[config.mk]
export PLATFORM = sky130hd
export DESIGN_NAME = genius_ctrl_param_flat
export DESIGN_NICKNAME = d
export VERILOG_FILES = /design/src/rtl/genius_pkg.sv /design/src/rtl/genius_ctrl_param_if.sv /design/src/rtl/genius_timer.sv /design/src/rtl/genius_ctrl_param.sv /design/src/flat_wrapper.sv
export SDC_FILE = /design/constraint.sdc
export NUM_CORES = 1
export LEC_CHECK = 0
export CAP_MARGIN = 5
export CORE_MARGIN = 2
export CORE_UTILIZATION = 58
export CTS_CLUSTER_DIAMETER = 200
export DETAILED_ROUTE_END_ITERATION = 16
export GPL_ROUTABILITY_DRIVEN = 1
export PLACE_DENSITY = 0.84
export SLEW_MARGIN = 20
export SYNTH_ARGS = -nofsm -noshare
export SYNTH_HDL_FRONTEND = slang
export SYNTH_SLANG_ARGS = --single-unit
[constraint.sdc]
create_clock -name clock -period 2.9 [get_ports clock]
set_input_delay 0.58 -clock clock [delete_from_list [all_inputs] [get_ports clock]]
set_output_delay 0.58 -clock clock [all_outputs]
set_load 0.02 [all_outputs]
[src/rtl/genius_pkg.sv]
// Shared state codes and timer sizing for the genius control unit.
package genius_pkg;

   localparam logic [3:0] INICIAL     = 4'd0;
   localparam logic [3:0] PREPARA     = 4'd1;
   localparam logic [3:0] ESPERA      = 4'd2;
   localparam logic [3:0] REGISTRA    = 4'd3;
   localparam logic [3:0] COMPARA     = 4'd4;
   localparam logic [3:0] PROXIMO     = 4'd5;
   localparam logic [3:0] FIM_ACERTO  = 4'd6;
   localparam logic [3:0] FIM_ERRO    = 4'd7;
   localparam logic [3:0] PROX_RODADA = 4'd8;
   localparam logic [3:0] MOSTRA      = 4'd9;
   localparam logic [3:0] INTERVALO   = 4'd10;
   localparam logic [3:0] INICIO_RESP = 4'd11;
   localparam logic [3:0] FIM_TIMEOUT = 4'd15;

   // Width able to hold (largest cycle limit - 1), never less than one bit.
   function automatic int unsigned timer_w(input int unsigned a, input int unsigned b,
                                           input int unsigned c);
      int unsigned m;
      m = a;
      if (b > m) m = b;
      if (c > m) m = c;
      return (m < 2) ? 1 : $clog2(m);
   endfunction

endpackage

[src/rtl/genius_ctrl_param_if.sv]
// Control <-> datapath/panel bundle; master is the control unit, slave is the other side.
interface genius_ctrl_param_if #(
   parameter int unsigned ADDR_W = 4
);
   logic              iniciar;
   logic              modo;
   logic              jogada;
   logic              igual;
   logic [ADDR_W-1:0] endereco;
   logic [ADDR_W-1:0] limite;
   logic              zeraR;
   logic              registraR;
   logic              mostra;
   logic              acertou;
   logic              errou;
   logic              timeout;
   logic              pronto;
   logic [3:0]        db_estado;

   modport master (
      input  iniciar, modo, jogada, igual,
      output endereco, limite, zeraR, registraR, mostra,
      output acertou, errou, timeout, pronto, db_estado
   );

   modport slave (
      output iniciar, modo, jogada, igual,
      input  endereco, limite, zeraR, registraR, mostra,
      input  acertou, errou, timeout, pronto, db_estado
   );
endinterface

[src/rtl/genius_timer.sv]
// Shared cycle counter: clear has priority over enable; done compares against a terminal value.
module genius_timer #(
   parameter int unsigned W = 4
) (
   input  logic         clock,
   input  logic         reset,
   input  logic         clr_i,
   input  logic         en_i,
   input  logic [W-1:0] term_i,
   output logic         done_o
);
   logic [W-1:0] cnt_q, cnt_d;

   always_comb begin
      cnt_d = cnt_q;
      if (clr_i) begin
         cnt_d = '0;
      end else if (en_i) begin
         cnt_d = cnt_q + W'(1);
      end
   end

   always_ff @(posedge clock) begin
      if (!reset) begin
         cnt_q <= '0;
      end else begin
         cnt_q <= cnt_d;
      end
   end

   assign done_o = (cnt_q == term_i);
endmodule

[src/rtl/genius_ctrl_param.sv]
// Genius game control unit with internal address/round/timer counters.
// Optional sequence replay before each response phase: define GENIUS_SHOW_SEQ_EN.
module genius_ctrl_param
   import genius_pkg::*;
#(
   parameter int unsigned ADDR_W      = 4,
   parameter int unsigned ROUNDS_EASY = 4,
   parameter int unsigned TIMEOUT_CYC = 5000,
   parameter int unsigned SHOW_CYC    = 1000,
   parameter int unsigned GAP_CYC     = 250
) (
   input logic                 clock,
   input logic                 reset,
   genius_ctrl_param_if.master bus
);
   localparam int unsigned TW = timer_w(TIMEOUT_CYC, SHOW_CYC, GAP_CYC);
   localparam logic [TW-1:0] TermTimeout = TW'(TIMEOUT_CYC - 1);
`ifdef GENIUS_SHOW_SEQ_EN
   localparam logic [TW-1:0] TermShow = TW'(SHOW_CYC - 1);
   localparam logic [TW-1:0] TermGap  = TW'(GAP_CYC - 1);
   localparam logic [3:0]    AfterSetup = MOSTRA;
`else
   localparam logic [3:0]    AfterSetup = ESPERA;
`endif

   logic [3:0]        state_q, state_d;
   logic [ADDR_W-1:0] endereco_q, endereco_d;
   logic [ADDR_W-1:0] limite_q, limite_d;
   logic              modo_q, modo_d;
   logic [ADDR_W-1:0] last;
   logic [TW-1:0]     tmr_term;
   logic              tmr_en;
   logic              tmr_done;

   assign last = modo_q ? '1 : ADDR_W'(ROUNDS_EASY - 1);

   genius_timer #(.W(TW)) u_timer (
      .clock  (clock),
      .reset  (reset),
      .clr_i  (state_d != state_q),
      .en_i   (tmr_en),
      .term_i (tmr_term),
      .done_o (tmr_done)
   );

   // Counter updates are entry actions, so the new values are visible in the state they belong to.
   always_comb begin
      state_d    = state_q;
      endereco_d = endereco_q;
      limite_d   = limite_q;
      modo_d     = modo_q;
      tmr_term   = TermTimeout;
      tmr_en     = 1'b0;
      case (state_q)
         INICIAL: begin
            if (bus.iniciar) state_d = PREPARA;
         end
         PREPARA: begin
            modo_d  = bus.modo;
            state_d = AfterSetup;
         end
`ifdef GENIUS_SHOW_SEQ_EN
         MOSTRA: begin
            tmr_term = TermShow;
            tmr_en   = 1'b1;
            if (tmr_done) state_d = INTERVALO;
         end
         INTERVALO: begin
            tmr_term = TermGap;
            tmr_en   = 1'b1;
            if (tmr_done) begin
               if (endereco_q == limite_q) begin
                  state_d    = INICIO_RESP;
                  endereco_d = '0;
               end else begin
                  state_d    = MOSTRA;
                  endereco_d = endereco_q + ADDR_W'(1);
               end
            end
         end
         INICIO_RESP: begin
            state_d = ESPERA;
         end
`endif
         ESPERA: begin
            tmr_en = 1'b1;
            if (bus.jogada) begin
               state_d = REGISTRA;
            end else if (tmr_done) begin
               state_d = FIM_TIMEOUT;
            end
         end
         REGISTRA: begin
            state_d = COMPARA;
         end
         COMPARA: begin
            if (!bus.igual) begin
               state_d = FIM_ERRO;
            end else if (endereco_q != limite_q) begin
               state_d    = PROXIMO;
               endereco_d = endereco_q + ADDR_W'(1);
            end else if (limite_q == last) begin
               state_d = FIM_ACERTO;
            end else begin
               state_d    = PROX_RODADA;
               limite_d   = limite_q + ADDR_W'(1);
               endereco_d = '0;
            end
         end
         PROXIMO: begin
            state_d = ESPERA;
         end
         PROX_RODADA: begin
            state_d = AfterSetup;
         end
         FIM_ACERTO, FIM_ERRO, FIM_TIMEOUT: begin
            if (bus.iniciar) state_d = PREPARA;
         end
         default: begin
            state_d = INICIAL;
         end
      endcase
      if (state_d == PREPARA) begin
         endereco_d = '0;
         limite_d   = '0;
      end
   end

   always_ff @(posedge clock) begin
      if (!reset) begin
         state_q    <= INICIAL;
         endereco_q <= '0;
         limite_q   <= '0;
         modo_q     <= 1'b0;
      end else begin
         state_q    <= state_d;
         endereco_q <= endereco_d;
         limite_q   <= limite_d;
         modo_q     <= modo_d;
      end
   end

   always_comb begin
      bus.endereco  = endereco_q;
      bus.limite    = limite_q;
      bus.db_estado = state_q;
      bus.zeraR     = (state_q == INICIAL) || (state_q == PREPARA) || (state_q == PROXIMO) ||
                      (state_q == PROX_RODADA) || (state_q == INICIO_RESP);
      bus.registraR = (state_q == REGISTRA);
`ifdef GENIUS_SHOW_SEQ_EN
      bus.mostra    = (state_q == MOSTRA);
`else
      bus.mostra    = 1'b0;
`endif
      bus.acertou   = (state_q == FIM_ACERTO);
      bus.errou     = (state_q == FIM_ERRO);
      bus.timeout   = (state_q == FIM_TIMEOUT);
      bus.pronto    = (state_q == FIM_ACERTO) || (state_q == FIM_ERRO) ||
                      (state_q == FIM_TIMEOUT);
   end
endmodule

[src/flat_wrapper.sv]
// flat-port wrapper written by rule: the top's interface ports become plain ports
module genius_ctrl_param_flat import genius_pkg::*;
#(
   parameter int unsigned ADDR_W      = 4,
   parameter int unsigned ROUNDS_EASY = 4,
   parameter int unsigned TIMEOUT_CYC = 5000,
   parameter int unsigned SHOW_CYC    = 1000,
   parameter int unsigned GAP_CYC     = 250
)
  (clock, reset, bus_iniciar, bus_modo, bus_jogada, bus_igual, bus_endereco, bus_limite, bus_zeraR, bus_registraR, bus_mostra, bus_acertou, bus_errou, bus_timeout, bus_pronto, bus_db_estado);
  genius_ctrl_param_if #(.ADDR_W(ADDR_W)) bus_i ();
  input logic clock;
  input logic reset;
  input wire logic [$bits(bus_i.iniciar)-1:0] bus_iniciar;
  input wire logic [$bits(bus_i.modo)-1:0] bus_modo;
  input wire logic [$bits(bus_i.jogada)-1:0] bus_jogada;
  input wire logic [$bits(bus_i.igual)-1:0] bus_igual;
  output wire logic [$bits(bus_i.endereco)-1:0] bus_endereco;
  output wire logic [$bits(bus_i.limite)-1:0] bus_limite;
  output wire logic [$bits(bus_i.zeraR)-1:0] bus_zeraR;
  output wire logic [$bits(bus_i.registraR)-1:0] bus_registraR;
  output wire logic [$bits(bus_i.mostra)-1:0] bus_mostra;
  output wire logic [$bits(bus_i.acertou)-1:0] bus_acertou;
  output wire logic [$bits(bus_i.errou)-1:0] bus_errou;
  output wire logic [$bits(bus_i.timeout)-1:0] bus_timeout;
  output wire logic [$bits(bus_i.pronto)-1:0] bus_pronto;
  output wire logic [$bits(bus_i.db_estado)-1:0] bus_db_estado;
  assign bus_i.iniciar = bus_iniciar;
  assign bus_i.modo = bus_modo;
  assign bus_i.jogada = bus_jogada;
  assign bus_i.igual = bus_igual;
  assign bus_endereco = bus_i.endereco;
  assign bus_limite = bus_i.limite;
  assign bus_zeraR = bus_i.zeraR;
  assign bus_registraR = bus_i.registraR;
  assign bus_mostra = bus_i.mostra;
  assign bus_acertou = bus_i.acertou;
  assign bus_errou = bus_i.errou;
  assign bus_timeout = bus_i.timeout;
  assign bus_pronto = bus_i.pronto;
  assign bus_db_estado = bus_i.db_estado;
  genius_ctrl_param #(.ADDR_W(ADDR_W), .ROUNDS_EASY(ROUNDS_EASY), .TIMEOUT_CYC(TIMEOUT_CYC), .SHOW_CYC(SHOW_CYC), .GAP_CYC(GAP_CYC)) u_core (.clock(clock), .reset(reset), .bus(bus_i));
endmodule
==> flow_summary.toml, run 1 <==
[routing]
viasPerCell = 6.46
top_layer = "met4"
via_count = 1532
drc = 0
routed_wl_um = 3930
wl_met2_um = 2120
drt-met1-wl_um = 1530
wl_met3_um = 238
ant_nets = 0
drt_iter0_markers = 167
dr.pass1.iters = 4
wire_per_inst_um = 16.6

[worst_setup_path]
cp_top_family = "flip-flops"
arrival_ps = 2210
r2r_slack_ps = 440
crit_path_max_fanout = 16
critPathBufInv = 1
critPathMaxStageDelay_ps = 790
worst_path_max_delay_cell = "dfxtp_1"
critPathRequiredTime_ps = 2320
endpoint_kind = "output pin"
cp-startpoint = "u_core.bus.db_estado[3]"
r2r_cells = 5
worstReg2RegStart = "u_core.bus.db_estado[3]"
setup.worst_path.class = "reg -> out"
timing.rr.end = "u_core.u_timer.cnt_q[10]"
cp_cell_sequence = "nand3_1 > o21ai_0 > o2bb2ai_1 > clkdlybuf4s50_1"
startpoint_type = "register"

[placement]
dp_hpwl_um = 2930
dp_worst_setup_slack_ps = 340
io_buffers = 23
dpl.cell_count = 234
finalWeightedCongestion = 0.839
place_area_mm2 = 0.00194

[clocking]
post_cts_buffers = 0
cts_buffer_depth = 2
clkTransAtPathRegs_ps = 140
cts.sinks = 26
cts_resized = 0
root_buffer = "clkbuf_4"
clock_latency_ps = 320
cts_buffers = 3
cts_hold_buf = 0
htree_levels = 1
cts_tree = "built"

[timing]
fin_crit_sh_pct = 96.2
finalSetupTns_ps = 0
max_freq_mhz = 358
period_minus_slack_ps = 2790
fin_skew_ps = 9.34
drv_slew = 0
maxSlewHeadroom_pct = 48.9
hold_viol = 0
tightest_slew_ps = 765
fin_ws_ps = 109
finalSetupViolations = 0
rsz0062_at_grt = "false"

[logic_synthesis]
netlist_area_mm2 = 0.00172
syn_nets = 198
yosysWarningCount = 0
synth_seq_area_share_pct = 30.2
avgSynthCellArea_um2 = 9.11
synth_ff_type = "dfxtp_1"
synthDistinctLibCells = 56
yosys_register_bits = 26
async_reset_ff_share_pct = 0
synth_edf_count = 0
synthCells = 189

[min_path]
worstHoldStart = "u_core.u_timer.cnt_q[1]"
min_to = "u_core.u_timer.cnt_q[1]"
holdPathStages = 2
hp-class = "reg -> reg"

[floorplan]
initial_core_util_pct = 61.9
ios = 25
coreArea_mm2 = 0.00278
dieArea_mm2 = 0.00342
rows = 19
dieWidth_um = 58.5
dieHeight_um = 58.5

[run]
cap_violations = 0

[grt]
grt_overflow = 0
grt_pass1_wl_um = 6490
grtUsageTotal_pct = 24.4
grt_pass1_vias = 1519
antenna_found_initial = 0
grt_max_degree = 17

[finish]
diodes = 0
fin_cells = 237
drive_gt1_share_pct = 14.1
final_common_cell = "dfxtp_1"
finalNetCount = 217
stdcell_area_mm2 = 0.00196
layout_common_cells = "26 x dfxtp_1, 23 x clkdlybuf4s50_1, 14 x xnor2_1"
area_growth_pct = 13.9

[power]
ir_worst_vdd_uv = 295
cellPowerDensity_mw_per_mm2 = 365
power.switching_mw = 0.233
fin_total_pwr_mw = 0.716
p_leak_nw = 0.641
clkPwrFrac_pct = 21.2
combinationalPowerShare_pct = 25.8
p_int_mw = 0.483
seqPwrFrac_pct = 53.0
swShare_pct = 32.5

[run_status]
outcome = "finished, final reports clean"
[logic make-up after synthesis]
family,synth area share [%]
buf+inv,6.10
simple gates,31.7
fa+ha+maj,2.18
mux,3.49
other cells,0.218
xor+xnor,10.2
compound gates,15.9
flops,30.2
[tightest hold or removal path, cell delays in order, from the launching register on]
cell and delay [ps]:
dfxtp_1 370, mux2i_1 80, nor3_2 90
[through the flow]
step / utilization (%) / hold slack, ps
after CTS: 70.5 / 584
after global routing: 70.5 / 609
final: 70.5 / 577
after global placement: 69.7 / 531
after detailed placement: 69.7 / 550
after floorplan: - / 476
[cell usage after synthesis (all sizes together), types with 3 or more instances]
master	instances	share of area [%]
nor3	19	8.4
or4b	3	2.0
o21ai	4	1.2
nand4	6	2.2
inv	6	1.3
mux2i	6	3.5
xor2	6	3.1
a22oi	3	1.3
dfxtp	26	30
xnor2	14	7.1
a311oi	8	4.1
a21oi	3	1.1
nor4b	3	3.3
and3	9	3.3
buf	11	4.4
nor2	11	2.5
ha	3	2.2
nand2	8	1.7
nand3	8	2.3
[sequential cells by signal, indices dropped and copies added (netlist names)]
name                  count
u_core.u_timer.cnt_q     13
u_core.bus.db_estado      4
u_core.bus.endereco       4
u_core.bus.limite         4
u_core.modo_q             1
[worst max path at each step]
stage          slack, ps                     end  depth (start not counted)
3_5_place_dp         340    u_core.bus.limite[2]                          6
5_1_grt                9               bus_zeraR                          4
4_1_cts              120               bus_zeraR                          4
3_3_place_gp         410  u_core.bus.endereco[0]                          6
6_report             110               bus_zeraR                          4
2_1_floorplan        730             bus_acertou                          3
[routing by layer]
metal  vias up  GRT usage (%)
met2        58           44.1
met5         -              0
met4         0           9.63
met1       724           28.0
li1        746              -
met3         4           4.84
[power groups by stage]
stage	Sequential [mW]	Clock [mW]	Combinational, mW
after floorplan	0.382	0	0.140
after global placement	0.386	0	0.178
after detailed placement	0.387	0	0.183
after CTS	0.379	0.153	0.183
after global routing	0.381	0.163	0.198
final	0.379	0.152	0.185
[cell type report]
class	count	area, µm²
fillers	227	821
flip-flops and latches	26	520
clock buffers	3	22.5
inverters	6	22.5
repair buffers	27	260
well taps	31	38.8
multi-input cells	144	1100
Note: power is estimated with default switching activity, not from simulation.
==> run 2: changes to the inputs <==
--- a/config.mk
+++ b/config.mk
@@ -5,6 +5,7 @@
 export SDC_FILE = /design/constraint.sdc
 export NUM_CORES = 1
 export LEC_CHECK = 0
+export ABC_AREA = 0
 export CAP_MARGIN = 5
 export CORE_MARGIN = 2
 export CORE_UTILIZATION = 58
==> results of run 2 <==
No change in the layout: final DEF, timing and power equal those of run 1.
